**config.mk**
```make
export PLATFORM = sky130hd
export DESIGN_NAME = wb_commit_stage_flat
export DESIGN_NICKNAME = d
export VERILOG_FILES = /design/src/rtl/wb_commit_stage_if.sv /design/src/rtl/wb_commit_stage.sv /design/src/flat_wrapper.sv
export SDC_FILE = /design/constraint.sdc
export NUM_CORES = 1
export LEC_CHECK = 0
export BUFFER_PORTS_ARGS = -buffer_cell sky130_fd_sc_hd__buf_2
export CORE_MARGIN = 4
export CORE_UTILIZATION = 52
export CTS_BUF_LIST = sky130_fd_sc_hd__clkbuf_4 sky130_fd_sc_hd__clkbuf_8 sky130_fd_sc_hd__clkbuf_16
export DETAILED_ROUTE_END_ITERATION = 12
export PLACE_DENSITY_LB_ADDON = 0.05
export SLEW_MARGIN = 10
export SYNTH_ARGS = -nofsm -noshare
export SYNTH_HDL_FRONTEND = slang
export SYNTH_SLANG_ARGS = --single-unit
```
**constraint.sdc**
```tcl
create_clock -name clk -period 3.45 [get_ports clk]
set_input_delay 0.345 -clock clk [delete_from_list [all_inputs] [get_ports clk]]
set_output_delay 0.345 -clock clk [all_outputs]
set_load 0.05 [all_outputs]
```
**src/rtl/wb_commit_stage_if.sv**
```systemverilog
// Writeback stage bus: pipeline capture fields in, register-file write ports and retire count out.
// Optional difftest observation signals exist only when WB_DEBUG_EN is defined.
interface wb_commit_stage_if #(
  parameter int LANES  = 2,
  parameter int DATA_W = 32,
  parameter int PC_W   = 32,
  parameter int REG_W  = 5,
  parameter int CNT_W  = 32
);
  logic                    wb_flush;
  logic                    wb_wr;
  logic                    wb_diswr;
  logic [LANES-1:0]        in_valid;
  logic [LANES-1:0]        in_regwr;
  logic [LANES*PC_W-1:0]   in_pc;
  logic [LANES*2-1:0]      in_wbsel;
  logic [LANES*REG_W-1:0]  in_dst;
  logic [LANES*DATA_W-1:0] in_aluout;
  logic [LANES*DATA_W-1:0] in_outb;
  logic [LANES*DATA_W-1:0] in_dmout;

  logic [LANES-1:0]        rf_we;
  logic [LANES*REG_W-1:0]  rf_waddr;
  logic [LANES*DATA_W-1:0] rf_wdata;
  logic [LANES-1:0]        wb_valid;
  logic [LANES*PC_W-1:0]   wb_pc;
  logic [CNT_W-1:0]        retire_cnt;
`ifdef WB_DEBUG_EN
  logic [LANES-1:0]        dbg_commit_mask;
  logic [LANES*PC_W-1:0]   dbg_commit_pc;
`endif

  modport master (
    output wb_flush, wb_wr, wb_diswr,
    output in_valid, in_regwr, in_pc, in_wbsel, in_dst,
    output in_aluout, in_outb, in_dmout,
`ifdef WB_DEBUG_EN
    input  dbg_commit_mask, dbg_commit_pc,
`endif
    input  rf_we, rf_waddr, rf_wdata, wb_valid, wb_pc, retire_cnt
  );

  modport slave (
    input  wb_flush, wb_wr, wb_diswr,
    input  in_valid, in_regwr, in_pc, in_wbsel, in_dst,
    input  in_aluout, in_outb, in_dmout,
`ifdef WB_DEBUG_EN
    output dbg_commit_mask, dbg_commit_pc,
`endif
    output rf_we, rf_waddr, rf_wdata, wb_valid, wb_pc, retire_cnt
  );
endinterface

```
**src/rtl/wb_commit_stage.sv**
```systemverilog
// Multi-lane writeback stage: in_* captured at edge N, rf_* valid in cycle N+1; wb_diswr blocks commit
// combinationally, each captured bundle commits exactly once. WB_DEBUG_EN adds difftest commit outputs.
module wb_commit_stage #(
  parameter int LANES  = 2,
  parameter int DATA_W = 32,
  parameter int PC_W   = 32,
  parameter int REG_W  = 5,
  parameter int CNT_W  = 32
) (
  input logic              clk,
  input logic              resetn,
  wb_commit_stage_if.slave bus
);
  localparam int XW = (PC_W > DATA_W) ? PC_W : DATA_W;

  typedef struct packed {
    logic              valid;
    logic              regwr;
    logic [PC_W-1:0]   pc;
    logic [1:0]        wbsel;
    logic [REG_W-1:0]  dst;
    logic [DATA_W-1:0] alu;
    logic [DATA_W-1:0] outb;
    logic [DATA_W-1:0] dm;
  } lane_t;

  lane_t                   lane_q [LANES];
  lane_t                   lane_d [LANES];
  logic                    committed_q, committed_d;
  logic [CNT_W-1:0]        cnt_q, cnt_d;

  logic                    any_valid;
  logic                    commit_ok;
  logic [LANES-1:0]        valid_vec;
  logic [LANES-1:0]        shadowed;
  logic [LANES-1:0]        we_vec;
  logic [CNT_W-1:0]        pop;
  logic [XW-1:0]           pc8;
  logic [LANES*REG_W-1:0]  waddr_vec;
  logic [LANES*DATA_W-1:0] wdata_vec;
  logic [LANES*PC_W-1:0]   pc_vec;

  always_comb begin : capture
    any_valid   = 1'b0;
    committed_d = committed_q;
    for (int i = 0; i < LANES; i++) begin
      any_valid = any_valid | lane_q[i].valid;
      lane_d[i] = lane_q[i];
    end
    if (bus.wb_flush) begin
      for (int i = 0; i < LANES; i++) begin
        lane_d[i].valid = 1'b0;
        lane_d[i].regwr = 1'b0;
      end
      committed_d = 1'b0;
    end else if (bus.wb_wr) begin
      for (int i = 0; i < LANES; i++) begin
        lane_d[i].valid = bus.in_valid[i];
        lane_d[i].regwr = bus.in_regwr[i];
        lane_d[i].pc    = bus.in_pc[i*PC_W +: PC_W];
        lane_d[i].wbsel = bus.in_wbsel[i*2 +: 2];
        lane_d[i].dst   = bus.in_dst[i*REG_W +: REG_W];
        lane_d[i].alu   = bus.in_aluout[i*DATA_W +: DATA_W];
        lane_d[i].outb  = bus.in_outb[i*DATA_W +: DATA_W];
        lane_d[i].dm    = bus.in_dmout[i*DATA_W +: DATA_W];
      end
      committed_d = 1'b0;
    end else if (any_valid && !bus.wb_diswr) begin
      committed_d = 1'b1;
    end
  end

  always_comb begin : commit
    commit_ok = !bus.wb_diswr && !committed_q;
    pop       = '0;
    shadowed  = '0;
    valid_vec = '0;
    we_vec    = '0;
    for (int i = 0; i < LANES; i++) begin
      valid_vec[i] = lane_q[i].valid;
      pop          = pop + CNT_W'(lane_q[i].valid);
      // Youngest writer of a register wins; older lanes to the same dst are dropped.
      for (int j = i + 1; j < LANES; j++) begin
        if (lane_q[j].valid && lane_q[j].regwr && (lane_q[j].dst == lane_q[i].dst))
          shadowed[i] = 1'b1;
      end
      we_vec[i] = lane_q[i].valid && lane_q[i].regwr && commit_ok
                  && (lane_q[i].dst != '0) && !shadowed[i];
    end
    cnt_d = commit_ok ? (cnt_q + pop) : cnt_q;
  end

  always_comb begin : result_mux
    pc8       = '0;
    waddr_vec = '0;
    wdata_vec = '0;
    pc_vec    = '0;
    for (int i = 0; i < LANES; i++) begin
      pc8 = XW'(lane_q[i].pc) + XW'(8);
      waddr_vec[i*REG_W +: REG_W] = lane_q[i].dst;
      pc_vec[i*PC_W +: PC_W]      = lane_q[i].pc;
      case (lane_q[i].wbsel)
        2'd0:    wdata_vec[i*DATA_W +: DATA_W] = DATA_W'(pc8);
        2'd1:    wdata_vec[i*DATA_W +: DATA_W] = lane_q[i].alu;
        2'd2:    wdata_vec[i*DATA_W +: DATA_W] = lane_q[i].outb;
        default: wdata_vec[i*DATA_W +: DATA_W] = lane_q[i].dm;
      endcase
    end
  end

  always_ff @(posedge clk or negedge resetn) begin
    if (!resetn) begin
      for (int i = 0; i < LANES; i++) begin
        lane_q[i]       <= '0;
        // Reset selects the zeroed ALU field so rf_wdata reads 0 rather than pc+8.
        lane_q[i].wbsel <= 2'd1;
      end
      committed_q <= 1'b0;
      cnt_q       <= '0;
    end else begin
      for (int i = 0; i < LANES; i++) begin
        lane_q[i] <= lane_d[i];
      end
      committed_q <= committed_d;
      cnt_q       <= cnt_d;
    end
  end

  assign bus.rf_we      = we_vec;
  assign bus.rf_waddr   = waddr_vec;
  assign bus.rf_wdata   = wdata_vec;
  assign bus.wb_valid   = valid_vec;
  assign bus.wb_pc      = pc_vec;
  assign bus.retire_cnt = cnt_q;

`ifdef WB_DEBUG_EN
  logic [LANES-1:0]      dbg_mask;
  logic [LANES*PC_W-1:0] dbg_pc;

  always_comb begin : debug_view
    dbg_mask = valid_vec & {LANES{commit_ok}};
    dbg_pc   = '0;
    for (int i = 0; i < LANES; i++) begin
      if (dbg_mask[i])
        dbg_pc[i*PC_W +: PC_W] = lane_q[i].pc;
    end
  end

  assign bus.dbg_commit_mask = dbg_mask;
  assign bus.dbg_commit_pc   = dbg_pc;
`endif
endmodule

```
**src/flat_wrapper.sv**
```systemverilog
// flat-port wrapper written by rule: the top's interface ports become plain ports
module wb_commit_stage_flat 
#(
  parameter int LANES  = 2,
  parameter int DATA_W = 32,
  parameter int PC_W   = 32,
  parameter int REG_W  = 5,
  parameter int CNT_W  = 32
)
  (clk, resetn, bus_wb_flush, bus_wb_wr, bus_wb_diswr, bus_in_valid, bus_in_regwr, bus_in_pc, bus_in_wbsel, bus_in_dst, bus_in_aluout, bus_in_outb, bus_in_dmout, bus_rf_we, bus_rf_waddr, bus_rf_wdata, bus_wb_valid, bus_wb_pc, bus_retire_cnt);
  wb_commit_stage_if #(.LANES(LANES), .DATA_W(DATA_W), .PC_W(PC_W), .REG_W(REG_W), .CNT_W(CNT_W)) bus_i ();
  input logic clk;
  input logic resetn;
  input wire logic [$bits(bus_i.wb_flush)-1:0] bus_wb_flush;
  input wire logic [$bits(bus_i.wb_wr)-1:0] bus_wb_wr;
  input wire logic [$bits(bus_i.wb_diswr)-1:0] bus_wb_diswr;
  input wire logic [$bits(bus_i.in_valid)-1:0] bus_in_valid;
  input wire logic [$bits(bus_i.in_regwr)-1:0] bus_in_regwr;
  input wire logic [$bits(bus_i.in_pc)-1:0] bus_in_pc;
  input wire logic [$bits(bus_i.in_wbsel)-1:0] bus_in_wbsel;
  input wire logic [$bits(bus_i.in_dst)-1:0] bus_in_dst;
  input wire logic [$bits(bus_i.in_aluout)-1:0] bus_in_aluout;
  input wire logic [$bits(bus_i.in_outb)-1:0] bus_in_outb;
  input wire logic [$bits(bus_i.in_dmout)-1:0] bus_in_dmout;
  output wire logic [$bits(bus_i.rf_we)-1:0] bus_rf_we;
  output wire logic [$bits(bus_i.rf_waddr)-1:0] bus_rf_waddr;
  output wire logic [$bits(bus_i.rf_wdata)-1:0] bus_rf_wdata;
  output wire logic [$bits(bus_i.wb_valid)-1:0] bus_wb_valid;
  output wire logic [$bits(bus_i.wb_pc)-1:0] bus_wb_pc;
  output wire logic [$bits(bus_i.retire_cnt)-1:0] bus_retire_cnt;
  assign bus_i.wb_flush = bus_wb_flush;
  assign bus_i.wb_wr = bus_wb_wr;
  assign bus_i.wb_diswr = bus_wb_diswr;
  assign bus_i.in_valid = bus_in_valid;
  assign bus_i.in_regwr = bus_in_regwr;
  assign bus_i.in_pc = bus_in_pc;
  assign bus_i.in_wbsel = bus_in_wbsel;
  assign bus_i.in_dst = bus_in_dst;
  assign bus_i.in_aluout = bus_in_aluout;
  assign bus_i.in_outb = bus_in_outb;
  assign bus_i.in_dmout = bus_in_dmout;
  assign bus_rf_we = bus_i.rf_we;
  assign bus_rf_waddr = bus_i.rf_waddr;
  assign bus_rf_wdata = bus_i.rf_wdata;
  assign bus_wb_valid = bus_i.wb_valid;
  assign bus_wb_pc = bus_i.wb_pc;
  assign bus_retire_cnt = bus_i.retire_cnt;
  wb_commit_stage #(.LANES(LANES), .DATA_W(DATA_W), .PC_W(PC_W), .REG_W(REG_W), .CNT_W(CNT_W)) u_core (.clk(clk), .resetn(resetn), .bus(bus_i));
endmodule
```
==> results of run 1 <==
[worst max path at each step]
stage                                      from               end  slack [ns]  cells after the start
3_3_place_gp    u_core.bus.wb_pc[3]$_DFFE_PN0P_  bus_rf_wdata[19]        0.62                      7
4_1_cts         u_core.bus.wb_pc[3]$_DFFE_PN0P_  bus_rf_wdata[19]        0.02                      7
2_1_floorplan    u_core.lane_q[238]$_DFFE_PN1P_  bus_rf_wdata[25]        0.24                      6
6_report        u_core.bus.wb_pc[3]$_DFFE_PN0P_  bus_rf_wdata[19]        0.22                      7
3_5_place_dp    u_core.bus.wb_pc[3]$_DFFE_PN0P_  bus_rf_wdata[19]        0.58                      7
5_1_grt        u_core.bus.wb_pc[36]$_DFFE_PN0P_  bus_rf_wdata[57]        0.09                      7
[worst max-delay path: cells and delay by family (launching register included)]
family / cells / cell delay [ns]
muxes: 1 / 0.45
DFF: 1 / 0.41
and+or+nand+nor: 3 / 0.88
buffers and inverters: 1 / 0.22
xor gates and xnor gates: 1 / 0.15
adders and majority gates: 1 / 0.26
[layer usage]
layer / up-vias / global-route usage [%] / part of all wire, %
met5: - / 0 / 0.29
met4: 22 / 7.23 / 2.3
met3: 74 / 8.33 / 8.9
met2: 328 / 40.8 / 50
met1: 5135 / 30.3 / 39
li1: 4785 / - / -
[power breakdown]
group,switching [mW],total [mW],internal (mW)
registers,0.485,4.59,4.11
clock network,1.45,3.91,2.46
logic,2.27,3.54,1.27
[flip-flops by register name, indices dropped and copies added (netlist names)]
signal                 count
u_core.bus.rf_waddr       10
u_core.bus.wb_valid        2
u_core.lane_q            198
u_core.committed_q         1
u_core.bus.wb_pc          64
u_core.bus.retire_cnt     32
[per-stage QoR]
stage,power (mW),cell area (um^2)
global placement,8.17,17300
CTS,12.2,18600
global route,12.6,18600
detailed placement,8.22,17300
finish,12.0,18600
floorplan,7.37,15200
[what timing repair did]
action / 4_1_cts / 5_1_grt
hold endpoints to repair: 83 / 0
gates resized for setup: 0 / 3
hold buffers: 1 / 0
setup endpoints to repair: 0 / 7
[cells by family (layout without fill, tap and decap cells)]
family                     Yosys count  in the layout  synth area share (%)
muxes                              335            335                  28.3
DFF                                307            307                  50.7
and+or+nand+nor                    191            191                  7.17
buffers and inverters              148            548                  5.68
xor gates and xnor gates            84             84                  4.85
AOI/OAI and AO/OA                   57             57                  2.69
adders and majority gates            7              7                 0.627
other                                0             14                     0
[Yosys cell counts, types with 2 or more instances]
cell type / count / area share [%]
nor3_2: 2 / 0.13
nor4_1: 8 / 0.33
mux2i_1: 21 / 1.4
buf_1: 7 / 0.17
nor4_4: 2 / 0.28
dfstp_2: 2 / 0.35
xnor2_1: 48 / 2.8
dfrtp_1: 305 / 50
and3_1: 11 / 0.45
and2_1: 7 / 0.29
nand2b_1: 3 / 0.12
a311o_1: 3 / 0.20
o21ai_0: 8 / 0.26
ha_1: 6 / 0.49
nand4_1: 25 / 1.0
nand2_1: 36 / 0.89
buf_4: 76 / 3.8
inv_1: 15 / 0.37
nor3_1: 9 / 0.30
mux2_2: 265 / 20
a21oi_1: 16 / 0.53
and4_1: 7 / 0.40
buf_2: 17 / 0.56
a221oi_2: 2 / 0.20
nor4_2: 2 / 0.16
xor2_1: 36 / 2.1
or4b_1: 2 / 0.13
or2_2: 3 / 0.12
nand3_1: 22 / 0.73
nor2_1: 40 / 0.99
a221oi_1: 12 / 0.69
o21a_1: 12 / 0.59
clkbuf_1: 33 / 0.82
mux4_2: 49 / 7.3
[layout make-up]
class                   instances  area [um^2]  share of cell area (%)
diodes                         14         35.0                   0.188
multi-input cells             674         6650                    35.7
well taps                     384          480                    2.58
inverters                      15         56.3                   0.302
repair buffers                471         2490                    13.4
flip-flops and latches        307         7690                    41.2
clock buffers                  55         1120                    6.03
clock inverters                 7          115                   0.618
==> flow_metrics.tcl, run 1 <==
set metrics [dict create \
    layout_commonest_cell "buf_2" \
    tightest_slew_ns 0.883 \
    drt.antenna.violating_nets 0 \
    row_count 62 \
    timing.rr.end "u_core.bus.retire_cnt[28]$_DFFE_PN0P_" \
    pwr_density_cell_nw_per_um2 646 \
    die_h_um 179 \
    grt_overflow 0 \
    cts.clk_slew.worst_paths_ns 0.06 \
    worst_path_max_delay_cell "or3_4" \
    clock-root-buffer "clkbuf_16" \
    worstPathMaxFanout 8 \
    rsz0062_at_grt "no" \
    drv_cap 0 \
    cts_tree "done" \
    slew_headroom_pct 41.1 \
    grt_max_degree 145 \
    ys_ff_latch 307 \
    synth.avg_cell_area_um2 13.4 \
    hp-class "in2reg" \
    fin_cells 1927 \
    finClkSkew_ns 0.00858 \
    hold-path-endpoint "u_core.bus.wb_pc[3]$_DFFE_PN0P_" \
    core-area_um2 28800 \
    syn-cell-area_um2 15200 \
    crit_type "reg2out" \
    r2r_setup_slack_ns 0.59 \
    hold_ws_ns 0.0454 \
    syn_inst 1129 \
    die_x_um 179 \
    slowest_delay_ns 0.50 \
    initialDrtViolationCount 505 \
    numCtsBuffers 35 \
    vdd_drop_max_mv 0.517 \
    worst_skew_pair.late_latency_ns 0.51 \
    dp_cells 1850 \
    synthFlopType "dfrtp_1" \
    dp.final_hpwl_mm 30.2 \
    place_ws_ns 0.582 \
    wl_mm 40.0 \
    r2r_start "u_core.bus.wb_valid[1]$_DFFE_PN0N_" \
    cts.sinks 307 \
    track_usage_pct 24.4 \
    r2r_cells 10 \
    fin_crit_sh_pct 93.6 \
    grt_pass1_wl_mm 60.7 \
    initial_core_util_pct 52.7 \
    synth-seq-area-share_pct 50.7 \
    slew_viol_final 0 \
    hold_violations 0 \
    finalSetupViolations 0 \
    die_area_um2 32000 \
    mostFrequentLayoutCells "buf_2, dfrtp_1, mux2_2" \
    p_leak_nw 8.50 \
    async_flop_share_pct 100 \
    grt_pass1_vias 10600 \
    setup_tns_ns 0 \
    area_delta_synth_final_pct 22.8 \
    synth_cell_types 51 \
    setup_ws_ns 0.221 \
    htreeDepth 2 \
    avgRoutedWirePerCell_um 20.7 \
    syn_nets 1415 \
    layout-drive-gt1-share_pct 56.9 \
    synth-edff-count 0 \
    crit_arrival_ns 2.88 \
    crit_required_ns 3.11 \
    drc 0 \
    io_pins 453 \
    postCtsSetupBuffers 0 \
    holdPathStages 3 \
    path_cells "ha_1, nand4_1, or3_4, nand2b_1, xnor2_1, mux4_2, buf_2" \
    worstSetupEndpointType "primary output" \
    crit_path_start_kind "register" \
    gp_congestion 0.848 \
    synth_warnings 0 \
    fill_cells 2353 \
    final_util_pct 64.8 \
    viasPerCell 5.37 \
    clk_path_buf_depth 3 \
    status "finished, final reports clean" \
    period_needed_ns 3.23 \
    drt-pass1-iter-count 4 \
    hold_start "bus_in_pc[3]" \
    fin_nets 1790 \
    portBuffers 452 \
    antenna_found_initial 23 \
    fmax_mhz 310 \
    routed-via-count 10300 \
]
Power figures use the tool's default switching activity.
==> run 2, diff against run 1 <==
--- a/config.mk
+++ b/config.mk
@@ -6,6 +6,7 @@
 export NUM_CORES = 1
 export LEC_CHECK = 0
 export BUFFER_PORTS_ARGS = -buffer_cell sky130_fd_sc_hd__buf_2
+export CORE_ASPECT_RATIO = 1.2
 export CORE_MARGIN = 4
 export CORE_UTILIZATION = 52
 export CTS_BUF_LIST = sky130_fd_sc_hd__clkbuf_4 sky130_fd_sc_hd__clkbuf_8 sky130_fd_sc_hd__clkbuf_16
==> run 2 against run 1 <==
  * Final cell count up 0.62%
  * Critical path depth unchanged
  * Routed wire length increased by 2.8%
  * Non-clock buffer count increased by 12
  * Flip-flop and latch count unchanged
  * Sequential power about the same
  * Register-to-register slack improved by 0.02 ns
  * Setup slack improved by 0.0083 ns
  * Combinational power rose by 1%
  * Critical endpoint unchanged
==> flow_metrics.tcl, run 2 (synthesized netlist as in run 1, its figures left out) <==
set metrics [dict create \
    fin_crit_sh_pct 93.4 \
    crit_arrival_ns 2.88 \
    crit_end "bus_rf_wdata[19]" \
    rsz0062_at_grt "no" \
    grt_max_degree 93 \
    cts_tree "done" \
    drc 0 \
    numCtsBuffers 34 \
    track_usage_pct 25.3 \
    core-area_um2 28800 \
    hp-class "in2reg" \
    r2r_start "u_core.bus.wb_valid[1]$_DFFE_PN0N_" \
    finalSetupViolations 0 \
    die_x_um 164 \
    antenna_found_initial 25 \
    drt-pass1-iter-count 4 \
    layout_commonest_cell "buf_2" \
    routed-via-count 10600 \
    slew_viol_final 0 \
    drt.antenna.violating_nets 0 \
    grt_pass1_wl_mm 63.1 \
    portBuffers 452 \
    setup_tns_ns 0 \
    pwr_density_cell_nw_per_um2 635 \
    row_count 68 \
    dp.final_hpwl_mm 31.4 \
    r2r_setup_slack_ns 0.61 \
    slew_headroom_pct 39.5 \
    clk_path_buf_depth 3 \
    drv_cap 0 \
    worstSetupEndpointType "primary output" \
    r2r_cells 10 \
    initialDrtViolationCount 581 \
    gp_congestion 0.855 \
    path_cells "ha_1, nand4_1, or3_4, nand2b_1, xnor2_1, mux4_2, buf_2" \
    crit_path_start_kind "register" \
    worst_path_max_delay_cell "or3_4" \
    htreeDepth 2 \
    mostFrequentLayoutCells "buf_2, dfrtp_1, mux2_2" \
    die_area_um2 32000 \
    fmax_mhz 310 \
    grt_pass1_vias 11200 \
    cts.sinks 307 \
    cts.clk_slew.worst_paths_ns 0.06 \
    finClkSkew_ns 0.00478 \
    crit_required_ns 3.11 \
    multiInputGateArea_um2 6640 \
    slowest_delay_ns 0.51 \
    status "finished, final reports clean" \
    worstPathMaxFanout 8 \
    clock-root-buffer "clkbuf_16" \
    avgRoutedWirePerCell_um 21.2 \
    largest_register_ffs 198 \
    p_leak_nw 8.54 \
    viasPerCell 5.45 \
    initial_core_util_pct 52.8 \
    grt_overflow 0 \
    power.total_mw 11.9 \
    area_delta_synth_final_pct 23.3 \
    vdd_drop_max_mv 0.486 \
    period_needed_ns 3.22 \
    io_pins 453 \
    die_h_um 195 \
    crit_type "reg2out" \
    fin_nets 1801 \
    crit_start "u_core.bus.wb_pc[3]$_DFFE_PN0P_" \
    worst_skew_pair.late_latency_ns 0.49 \
    postCtsSetupBuffers 0 \
    tightest_slew_ns 0.905 \
    final_util_pct 65.0 \
    wl_mm 41.1 \
    hold_violations 0 \
    fill_cells 2296 \
    layout-drive-gt1-share_pct 57.1 \
    regMostFlops "u_core.lane_q" \
    seqCellArea_um2 7690 \
    timing.rr.end "u_core.bus.retire_cnt[28]$_DFFE_PN0P_" \
]
==> run 2: cell types whose count changed in the layout (fill, tap and decap cells not counted) <==
cell and delta:
and4_1 +1, and4_2 -1, buf_12 +5, buf_4 +7
bufinv_16 -1, clkbuf_4 +1, clkbuf_8 -4, clkinv_2 +2
clkinvlp_4 -2, diode_2 +3, nor4_2 +1, nor4_4 -1
==> run 2: critical path: cells and delay by family (launching register included) <==
kind | cells | cell delay [ns]
and+or+nand+nor | 3 | 0.89
adders and majority gates | 1 | 0.26
muxes | 1 | 0.46
xor gates and xnor gates | 1 | 0.14
DFF | 1 | 0.40
buffers and inverters | 1 | 0.23
==> run 2: final cells by class <==
cell class / instances / share of cell area, %
Clock inverter: 6 / 0.428
Multi-Input combinational cell: 674 / 35.5
Clock buffer: 52 / 5.75
Inverter: 15 / 0.301
Antenna cell: 17 / 0.227
Tap cell: 385 / 2.58
Timing Repair Buffer: 483 / 14.1
Sequential cell: 307 / 41.1
==> run 2: worst min-delay path by stage <==
stage | from | end | slack (ns) | cells past startpoint
after CTS | bus_in_pc[12] | u_core.bus.wb_pc[12]$_DFFE_PN0P_ | 0.03 | 3
after global placement | resetn | u_core.lane_q[64]$_DFFE_PN0P_ | 0.43 | 1
after floorplan | resetn | u_core.bus.retire_cnt[0]$_DFFE_PN0P_ | 0.05 | 0
after global routing | bus_in_pc[17] | u_core.bus.wb_pc[17]$_DFFE_PN0P_ | 0.05 | 2
after detailed placement | resetn | u_core.lane_q[64]$_DFFE_PN0P_ | 0.43 | 1
final | bus_in_pc[12] | u_core.bus.wb_pc[12]$_DFFE_PN0P_ | 0.05 | 3
==> run 2: timing repair <==
action,CTS,global route
setup endpoints to repair,0,4
endpoints found under the hold margin,83,0
hold buffers,1,0
gates resized for setup,0,1
==> run 2: power by group <==
| group | total, mW | switching (mW) | internal, mW |
|---|---|---|---|
| sequential | 4.58 | 0.469 | 4.11 |
| combinational | 3.58 | 2.30 | 1.28 |
| clock | 3.71 | 1.41 | 2.30 |
| total | 11.9 | 4.18 | 7.69 |
==> run 2: routing by layer <==
| metal | vias to the layer above | GRT usage (%) | share of wire [%] |
|---|---|---|---|
| met1 | 5234 | 29.4 | 37 |
| met3 | 102 | 8.32 | 8.6 |
| met2 | 396 | 42.9 | 50 |
| li1 | 4817 | - | - |
| met4 | 18 | 10.4 | 3.9 |
| met5 | - | 0 | 0.25 |
==> run 2: stage by stage <==
step                      area (um^2)  hold WS (ns)  std cells  worst slack (ns)
final                           18700        0.0493       1939             0.229
after floorplan                 15200        0.0494       1129             0.238
after global placement          17500         0.430       1863             0.643
after global routing            18700        0.0548       1938            0.0338
after CTS                       18700        0.0317       1922            0.0252
after detailed placement        17500         0.429       1863             0.582
==> run 3, diff against run 2 <==
==> constraint.sdc (replaced) <==
create_clock -name clk -period 3.2 [get_ports clk]
set_input_delay 0.32 -clock clk [delete_from_list [all_inputs] [get_ports clk]]
set_output_delay 0.32 -clock clk [all_outputs]
set_load 0.05 [all_outputs]
==> run 3 against run 2 <==
  * Total power grew 8.5%
  * Critical path depth is the same
  * Sequential share of layout area shrank 0.15 points
  * Design area grew 0.44%
  * Critical endpoint unchanged
  * Via count shrank 1.3%
  * Largest cell class unchanged
  * Setup slack lost 0.12 ns
  * Hold slack lost 0.026 ns
  * Die area is the same
==> flow_metrics.tcl, run 3 (synthesized netlist as in run 1, its figures left out) <==
set metrics [dict create \
    status "finished, final reports clean" \
    crit_type "reg2out" \
    mostFrequentLayoutCells "buf_2, dfrtp_1, mux2_2" \
    area_delta_synth_final_pct 23.8 \
    hold_violations 0 \
    layout_commonest_cell "buf_2" \
    r2r_start "u_core.bus.wb_valid[1]$_DFFE_PN0N_" \
    portBuffers 452 \
    drt.antenna.violating_nets 0 \
    die_area_um2 32000 \
    slew_headroom_pct 46.3 \
    cts_tree "done" \
    period_needed_ns 3.09 \
    regMostFlops "u_core.lane_q" \
    crit_end "bus_rf_wdata[19]" \
    row_count 68 \
    grt_pass1_wl_mm 63.2 \
    slowest_delay_ns 0.51 \
    layout-drive-gt1-share_pct 57.8 \
    numCtsBuffers 35 \
    gp_congestion 0.846 \
    finalSetupViolations 0 \
    initial_core_util_pct 52.8 \
    htreeDepth 2 \
    pwr_density_cell_nw_per_um2 686 \
    viasPerCell 5.37 \
    r2r_setup_slack_ns 0.36 \
    cts.clk_slew.worst_paths_ns 0.06 \
    wl_met1_mm 15.2 \
    cp_num_cells 7 \
    fmax_mhz 323 \
    route.met2.wl_mm 21.4 \
    place_ws_ns 0.358 \
    drc 0 \
    finClkSkew_ns 0.00981 \
    p_leak_nw 8.58 \
    setup_ws_ns 0.106 \
    crit_path_start_kind "register" \
    hold_ws_ns 0.0234 \
    cts.sinks 307 \
    core-area_um2 28800 \
    grt_overflow 0 \
    hp-class "in2reg" \
    io_pins 453 \
    largest_register_ffs 198 \
    clock-root-buffer "clkbuf_16" \
    fill_cells 2359 \
    fin_nets 1808 \
    crit_start "u_core.bus.wb_pc[3]$_DFFE_PN0P_" \
    worst_skew_pair.late_latency_ns 0.50 \
    routed-via-count 10400 \
    met3WireLength_mm 3.67 \
    initialDrtViolationCount 554 \
    worstPathMaxFanout 8 \
    rsz0062_at_grt "yes" \
    slew_viol_final 0 \
    routed.top_layer "met5" \
    drv_cap 0 \
    crit_buf_inv 1 \
    crit_required_ns 2.88 \
    postLayoutCellArea_um2 18800 \
    die_h_um 195 \
    worstSetupEndpointType "primary output" \
    dp.final_hpwl_mm 31.7 \
    drt-pass1-iter-count 5 \
    avgRoutedWirePerCell_um 21.4 \
    place_area_um2 17500 \
    worst_path_max_delay_cell "or3_4" \
    path_cells "ha_4, nand4_1, or3_4, nand2b_1, xnor2_1, mux4_2, clkbuf_4" \
    timing.rr.end "u_core.bus.retire_cnt[28]$_DFFE_PN0P_" \
    grt_pass1_vias 10900 \
    r2r_cells 10 \
    final_util_pct 65.3 \
    die_x_um 164 \
    cp_top_family "simple AND/OR/NAND/NOR gates" \
    wl_mm 41.7 \
    setup_tns_ns 0 \
    antenna_found_initial 16 \
    crit_arrival_ns 2.77 \
    track_usage_pct 25.4 \
    vdd_drop_max_mv 0.614 \
    grt_max_degree 101 \
    tightest_slew_ns 0.805 \
    clk_path_buf_depth 3 \
    fin_crit_sh_pct 96.7 \
]
[run 3: cell count changes in the layout (fill, tap and decap cells not counted), sizes merged]
cell         change
buf              +3
dlygate4sd3      +2
bufinv           -1
diode            -6
clkbuf           +3
clkinv           +3
[run 3: timing repair]
action,4_1_cts,5_1_grt
setup buffers,0,3
gates resized for setup,5,12
hold buffers,3,0
endpoints found under the setup margin,13,11
hold endpoints to repair,92,0
pin swaps,1,2
[run 3: stage by stage]
step | total power [mW] | instances
detailed placement | 8.92 | 1864
global placement | 8.86 | 1864
CTS | 13.0 | 1929
global route | 13.4 | 1940
finish | 12.9 | 1943
floorplan | 7.95 | 1129
[run 3: how the worst min path moves through the flow]
| stage | start | to | slack (ns) | cells after the start |
|---|---|---|---|---|
| after floorplan | resetn | u_core.bus.retire_cnt[0]$_DFFE_PN0P_ | 0.02 | 0 |
| after global placement | resetn | u_core.lane_q[64]$_DFFE_PN0P_ | 0.43 | 1 |
| after detailed placement | resetn | u_core.lane_q[64]$_DFFE_PN0P_ | 0.42 | 1 |
| after CTS | bus_in_pc[30] | u_core.bus.wb_pc[30]$_DFFE_PN0P_ | 0.009 | 3 |
| after global routing | bus_in_pc[30] | u_core.bus.wb_pc[30]$_DFFE_PN0P_ | 0.02 | 3 |
| final | bus_in_pc[30] | u_core.bus.wb_pc[30]$_DFFE_PN0P_ | 0.02 | 3 |
[run 3: layout make-up]
type / instances / area [um^2] / area share, %
Antenna cell: 11 / 27.5 / 0.147
Clock buffer: 54 / 1100 / 5.84
Clock inverter: 8 / 68.8 / 0.366
Inverter: 15 / 56.3 / 0.300
Multi-Input combinational cell: 674 / 6680 / 35.5
Sequential cell: 307 / 7690 / 40.9
Tap cell: 385 / 482 / 2.56
Timing Repair Buffer: 489 / 2690 / 14.3
[run 3: power breakdown]
part	leakage (nW)	internal [mW]	total, mW	switching, mW
clock network	0.594	2.44	4.03	1.59
registers	3.66	4.43	4.95	0.518
logic	4.33	1.41	3.90	2.49
total	8.58	8.29	12.9	4.60
[run 3: per-layer routing]
layer / global-route usage, % / up-vias
li1: - / 4813
met1: 29.4 / 5161
met2: 44.5 / 356
met3: 8.19 / 85
met4: 8.73 / 16
met5: 0 / -
[run 3: worst min-delay path, stage by stage]
cell,delay (ns)
buf_2,0.08
nand2_1,0.04
o21ai_0,0.06
